### src/rtl/div_pkg.sv
// Shared types and helpers for the sequential divider.
// - div_state_t : FSM state encoding (IDLE, RUN, FIX, DONE), 2 bits.
// - cond_neg    : two's-complement conditional negate, used for both
//                 taking magnitudes and applying result signs.
package div_pkg;

  typedef enum logic [1:0] {
    IDLE = 2'd0,
    RUN  = 2'd1,
    FIX  = 2'd2,
    DONE = 2'd3
  } div_state_t;

  // Widest operand the helpers handle.
  localparam int unsigned MAX_W = 64;

  // Callers zero-extend a WIDTH-bit value to MAX_W and truncate the result
  // back to WIDTH. The low WIDTH bits of a two's-complement negate depend only
  // on the low WIDTH bits of the input, so this works for any WIDTH <= MAX_W.
  function automatic logic [MAX_W-1:0] twos_neg(input logic [MAX_W-1:0] v);
    return ~v + MAX_W'(1);
  endfunction

  function automatic logic [MAX_W-1:0] cond_neg(input logic [MAX_W-1:0] v,
                                                input logic             neg);
    return neg ? twos_neg(v) : v;
  endfunction

endpackage

### src/rtl/div_step.sv
// One restoring-division iteration, purely combinational.
// Ports:
//   a      : partial remainder (always < d)
//   q      : dividend bits still to shift in / quotient bits so far
//   d      : divisor magnitude
//   a_next : partial remainder after this iteration
//   q_next : q shifted left with the new quotient bit in bit 0
module div_step #(
  parameter int unsigned WIDTH = 32
) (
  input  logic [WIDTH-1:0] a,
  input  logic [WIDTH-1:0] q,
  input  logic [WIDTH-1:0] d,
  output logic [WIDTH-1:0] a_next,
  output logic [WIDTH-1:0] q_next
);

  logic [WIDTH:0]   a_sh;
  logic [WIDTH-1:0] diff;
  logic             fits;

  // The sign of a WIDTH+1-bit trial subtraction is expressed here as a
  // WIDTH+1-bit compare; when the divisor fits, the true difference is below
  // d, so the low WIDTH bits of the modular difference are exact.
  always_comb begin
    a_sh = {a, q[WIDTH-1]};
    fits = (a_sh >= {1'b0, d});
    diff = a_sh[WIDTH-1:0] - d;
    if (fits) begin
      a_next = diff;
      q_next = {q[WIDTH-2:0], 1'b1};
    end else begin
      a_next = a_sh[WIDTH-1:0];
      q_next = {q[WIDTH-2:0], 1'b0};
    end
  end

endmodule

### src/rtl/div_seq_param.sv
// Parametrised sequential restoring divider with start/busy/ready handshake.
// Signed or unsigned operation, quotient and remainder outputs, separate
// divide-by-zero and signed-overflow flags.
// Ports:
//   clock, reset        : rising-edge clock, synchronous active-high reset
//   start               : request, accepted only when busy=0
//   is_signed           : 1 = two's-complement operands (latched on start)
//   dividend, divisor   : operands (latched on start)
//   busy                : operation in flight (RUN/FIX)
//   ready               : one-cycle pulse when results become valid
//   quotient, remainder : results, held until the next accepted start
//   div_by_zero         : divisor was zero
//   overflow            : signed MIN / -1
// Normal latency is WIDTH+2 edges from the start edge; the zero-divisor and
// overflow cases complete in one edge. WIDTH must be in 4..64.
module div_seq_param
  import div_pkg::*;
#(
  parameter int unsigned WIDTH = 32
) (
  input  logic             clock,
  input  logic             reset,
  input  logic             start,
  input  logic             is_signed,
  input  logic [WIDTH-1:0] dividend,
  input  logic [WIDTH-1:0] divisor,
  output logic             busy,
  output logic             ready,
  output logic [WIDTH-1:0] quotient,
  output logic [WIDTH-1:0] remainder,
  output logic             div_by_zero,
  output logic             overflow
);

  localparam int unsigned CNT_W = $clog2(WIDTH) + 1;
  localparam logic [WIDTH-1:0] MIN_VAL = {1'b1, {(WIDTH-1){1'b0}}};

  div_state_t       state, state_next;
  logic [WIDTH-1:0] a_reg, q_reg, d_reg;
  logic [WIDTH-1:0] a_next, q_next;
  logic [CNT_W-1:0] cnt;
  logic             neg_quot, neg_rem;
  logic             accept, is_zero, is_ovf, last_iter;

  div_step #(.WIDTH(WIDTH)) u_step (
    .a      (a_reg),
    .q      (q_reg),
    .d      (d_reg),
    .a_next (a_next),
    .q_next (q_next)
  );

  always_comb begin
    accept    = start && (state == IDLE || state == DONE);
    is_zero   = (divisor == '0);
    is_ovf    = is_signed && (dividend == MIN_VAL) && (divisor == '1);
    last_iter = (cnt == CNT_W'(WIDTH - 1));
    busy      = (state == RUN) || (state == FIX);
    ready     = (state == DONE);
  end

  always_ff @(posedge clock) begin
    if (reset) state <= IDLE;
    else       state <= state_next;
  end

  always_comb begin
    state_next = state;
    case (state)
      IDLE, DONE: begin
        if (accept) state_next = (is_zero || is_ovf) ? DONE : RUN;
        else        state_next = IDLE;
      end
      RUN:     if (last_iter) state_next = FIX;
      FIX:     state_next = DONE;
      default: state_next = IDLE;
    endcase
  end

  always_ff @(posedge clock) begin
    if (reset) begin
      a_reg       <= '0;
      q_reg       <= '0;
      d_reg       <= '0;
      cnt         <= '0;
      neg_quot    <= 1'b0;
      neg_rem     <= 1'b0;
      quotient    <= '0;
      remainder   <= '0;
      div_by_zero <= 1'b0;
      overflow    <= 1'b0;
    end else begin
      case (state)
        IDLE, DONE: begin
          if (accept) begin
            div_by_zero <= 1'b0;
            overflow    <= 1'b0;
            if (is_zero) begin
              quotient    <= '1;
              remainder   <= dividend;
              div_by_zero <= 1'b1;
            end else if (is_ovf) begin
              quotient  <= MIN_VAL;
              remainder <= '0;
              overflow  <= 1'b1;
            end else begin
              a_reg    <= '0;
              q_reg    <= WIDTH'(cond_neg(MAX_W'(dividend), is_signed & dividend[WIDTH-1]));
              d_reg    <= WIDTH'(cond_neg(MAX_W'(divisor), is_signed & divisor[WIDTH-1]));
              cnt      <= '0;
              neg_quot <= is_signed & (dividend[WIDTH-1] ^ divisor[WIDTH-1]);
              neg_rem  <= is_signed & dividend[WIDTH-1];
            end
          end
        end
        RUN: begin
          a_reg <= a_next;
          q_reg <= q_next;
          cnt   <= cnt + CNT_W'(1);
        end
        FIX: begin
          quotient  <= WIDTH'(cond_neg(MAX_W'(q_reg), neg_quot));
          remainder <= WIDTH'(cond_neg(MAX_W'(a_reg), neg_rem));
        end
        default: ;
      endcase
    end
  end

endmodule
### config.mk
export PLATFORM = sky130hd
export DESIGN_NAME = div_seq_param
export DESIGN_NICKNAME = d
export VERILOG_FILES = /design/src/rtl/div_pkg.sv /design/src/rtl/div_step.sv /design/src/rtl/div_seq_param.sv
export SDC_FILE = /design/constraint.sdc
export NUM_CORES = 1
export LEC_CHECK = 0
export BUFFER_PORTS_ARGS = -buffer_cell sky130_fd_sc_hd__buf_2
export CAP_MARGIN = 20
export CORE_MARGIN = 2
export CORE_UTILIZATION = 55
export DETAILED_ROUTE_END_ITERATION = 7
export PLACE_DENSITY_LB_ADDON = 0.15
export SLEW_MARGIN = 25
export SYNTH_ARGS = -nofsm -noshare
export SYNTH_HDL_FRONTEND = slang
export SYNTH_SLANG_ARGS = --single-unit
### constraint.sdc
create_clock -name clock -period 4.5 [get_ports clock]
set_input_delay 0.45 -clock clock [delete_from_list [all_inputs] [get_ports clock]]
set_output_delay 0.45 -clock clock [all_outputs]
set_load 0.01 [all_outputs]
==> flow_summary.toml <==
[status]
outcome = "finished clean"

[placed_design]
port_buffers = 135
place_hpwl_mm = 25.8
place.gp.congestion = 0.912
place_ws_ns = 0.897

[power]
clkPwrFrac_pct = 24.5
p_sw_share_pct = 42.0
seq_power_share_pct = 35.2
leakagePower_nw = 5.07
ir_drop_mv = 0.238
p_int_mw = 3.29
p_comb_share_pct = 40.3
netSwitchingPower_mw = 2.39
powerDensity_nw_per_um2 = 444

[route]
via_per_inst = 6.06
remaining_drc_errors = 0
drtIter0Drc = 735
drtPass1Iterations = 7
num_vias = 11300
wl_per_cell_um = 18.4
postRouteAntennaNets = 0
totalWireLength_mm = 34.2

[critical_path]
worstSetupStartpointType = "flop"
r2r-start = "a_reg[7]"
crit_end = "a_reg[31]"
cp_max_fo = 47
max_stage_delay_ns = 0.73
cp_num_buf_inv = 0
critPathCaptureType = "flop"
crit_type = "reg -> reg"
ff2ff_setup_slack_ns = 1.04
path_cells = "ha_1 > and3_1 > a221o_1 > a22o_1 > nor3_1 > nor2_1 > a221o_2 > nor3b_1 > mux2i_1 > nand2_1"
arrival_ns = 3.80
worst-path-stages = 10
crit_slowest_cell = "a221o_2"
r2r-end = "a_reg[31]"
reg2reg_depth = 10
cp.required_ns = 4.83
worstSetupStartpoint = "a_reg[7]"
critical-path-top-delay-family = "compound AO/OA/AOI/OAI gates"

[floorplanning]
dieArea_sq_um = 22100
die-width_um = 149
die_y_um = 149
start_util_pct = 56.5
ios = 136
core_area_sq_um = 20400
num_rows = 52

[logic_synthesis]
synthArstFlopShare_pct = 0
ys_types = 67
synth_edf_count = 0
ys_ff_latch = 172
netlist_instances = 1508
synth.yosys.seq_area_share_pct = 29.9
yosys_warnings = 0
synth_fp_nets = 1618
avgSynthCellArea_sq_um = 7.63
netlist_area_sq_um = 11500
synthFlopType = "dfxtp_1"

[final_layout]
post-route-util_pct = 62.9
mostFrequentLayoutCell = "dfxtp_1"
antenna-diode-count = 0
drive_gt1_share_pct = 13.5
nNetsFinal = 1688
areaGrowthSynthToFinish_pct = 11.3
mostFrequentLayoutCells = "dfxtp_1 (171), nand2_1 (161), nor2_1 (151)"

[sta]
fin_skew_ns = 0.0125
post-route-period-util_pct = 77.0
period_needed_ns = 3.46
setup_ws_ns = 1.04
slew_headroom_pct = 31.7
fmax_ghz = 0.289
fin_hold_ws_ns = 0.300
rsz0062_at_grt = "no"
tns_ns = 0
slew_violations = 0
setup-violations-final = 0
hold_viol_final = 0
tightest_slew_ns = 1.02

[clock_network]
clockRootBuffer = "clkbuf_16"
cts-hold-fix-buffers = 0
clockBufferDepth = 2
cts_resized = 0
clkSlewWorstSetupHoldPaths_ns = 0.07
cts_tree = "done"
post-cts-setup-buffers = 0
cts_buffers = 17
cts_sinks = 172
ctsHtreeMaxLevel = 4
clk_latency_ns = 0.44

[global_routing]
grt_pass1_vias = 10000
grtUsageTotal_pct = 30.7
antenna_found_initial = 0
gr-total-overflow = 0
grt_pass1_wl_mm = 53.3
grt_max_degree = 74

[job]
cap_violations = 0

[hold_path]
hp-class = "in -> reg"
-- power by group through the flow --
stage / Clock (mW) / Combinational [mW] / Sequential [mW]
6_report: 1.39 / 2.29 / 2.00
5_1_grt: 1.48 / 2.53 / 2.03
4_1_cts: 1.41 / 2.27 / 2.00
3_5_place_dp: 0 / 2.25 / 2.03
3_3_place_gp: 0 / 2.22 / 2.02
2_1_floorplan: 0 / 1.66 / 1.97
-- worst min path at each step --
stage	slack [ns]	end	startpoint	depth (start not counted)
2_1_floorplan	0.43	d_reg[31]	d_reg[31]	2
3_5_place_dp	0.45	overflow	overflow	2
6_report	0.30	d_reg[0]	divisor[0]	3
4_1_cts	0.29	d_reg[0]	divisor[0]	3
3_3_place_gp	0.45	overflow	overflow	2
5_1_grt	0.31	d_reg[0]	divisor[0]	3
-- final cells by class --
cell class	instances	area, sq um
Fill cell	1889	7560
Multi-Input combinational cell	1173	7440
Sequential cell	172	3440
Timing Repair Buffer	150	791
Clock buffer	18	439
Tap cell	270	338
Inverter	64	240
Clock inverter	14	115
-- layer usage --
layer / global-route usage [%] / wire [um] / vias up / part of all wire (%)
met5: 0 / 0 / - / 0
met1: 40.5 / 14900 / 5214 / 44
li1: - / - / 5558 / -
met2: 49.5 / 15700 / 414 / 46
met3: 5.28 / 2200 / 84 / 6.4
met4: 13.4 / 1370 / 0 / 4.0
-- synth_stat cells (3+ instances only) --
cell type	n	area share (%)
o41ai_1	16	1.2
o21bai_1	4	0.26
a21o_1	19	1.2
ha_1	41	4.5
a221oi_1	13	0.99
nand3_1	18	0.78
a21oi_1	123	5.4
or4_1	13	0.85
a22oi_1	9	0.59
nand2_1	161	5.3
o211ai_1	15	0.98
a211oi_1	78	5.1
or2_2	5	0.27
and4_1	5	0.38
dfxtp_1	172	30
o21ai_1	5	0.22
nand4_1	19	1.0
xnor2_1	76	5.8
nor2b_1	4	0.22
mux2i_1	22	1.9
o21a_1	8	0.52
o21ai_0	98	4.3
clkbuf_1	74	2.4
and3_1	9	0.49
or3_1	13	0.71
nor2_1	152	5.0
inv_1	64	2.1
nor3_1	53	2.3
and2_1	7	0.38
o31ai_1	29	1.9
buf_2	19	0.83
nor3b_1	11	0.72
a221o_1	3	0.26
nand2b_1	12	0.65
a31oi_1	11	0.60
nor4_1	13	0.71
xor2_1	73	5.6
-- per-stage QoR --
step / cells / cell area [sq um] / power, mW
floorplan: 1508 / 11500 / 3.63
global placement: 1829 / 12200 / 4.25
detailed placement: 1829 / 12200 / 4.28
CTS: 1861 / 12800 / 5.67
global route: 1861 / 12800 / 6.04
finish: 1861 / 12800 / 5.68
-- cells by family after synthesis --
kind of cell	synth area share (%)
buffers and inverters	5.72
adder cells (fa/ha/maj)	4.63
AND/OR/NAND/NOR	21.2
multiplexers	1.91
flip-flops	29.9
AO/OA/AOI/OAI	25.2
XOR/XNOR	11.3
-- tightest hold or removal path: cells and delay by family --
| kind | cells | cell delay, ns |
|---|---|---|
| buffers and inverters | 1 | 0.13 |
| AND/OR/NAND/NOR | 1 | 0.06 |
| AO/OA/AOI/OAI | 1 | 0.05 |
Note: power is estimated with default switching activity, not from simulation.
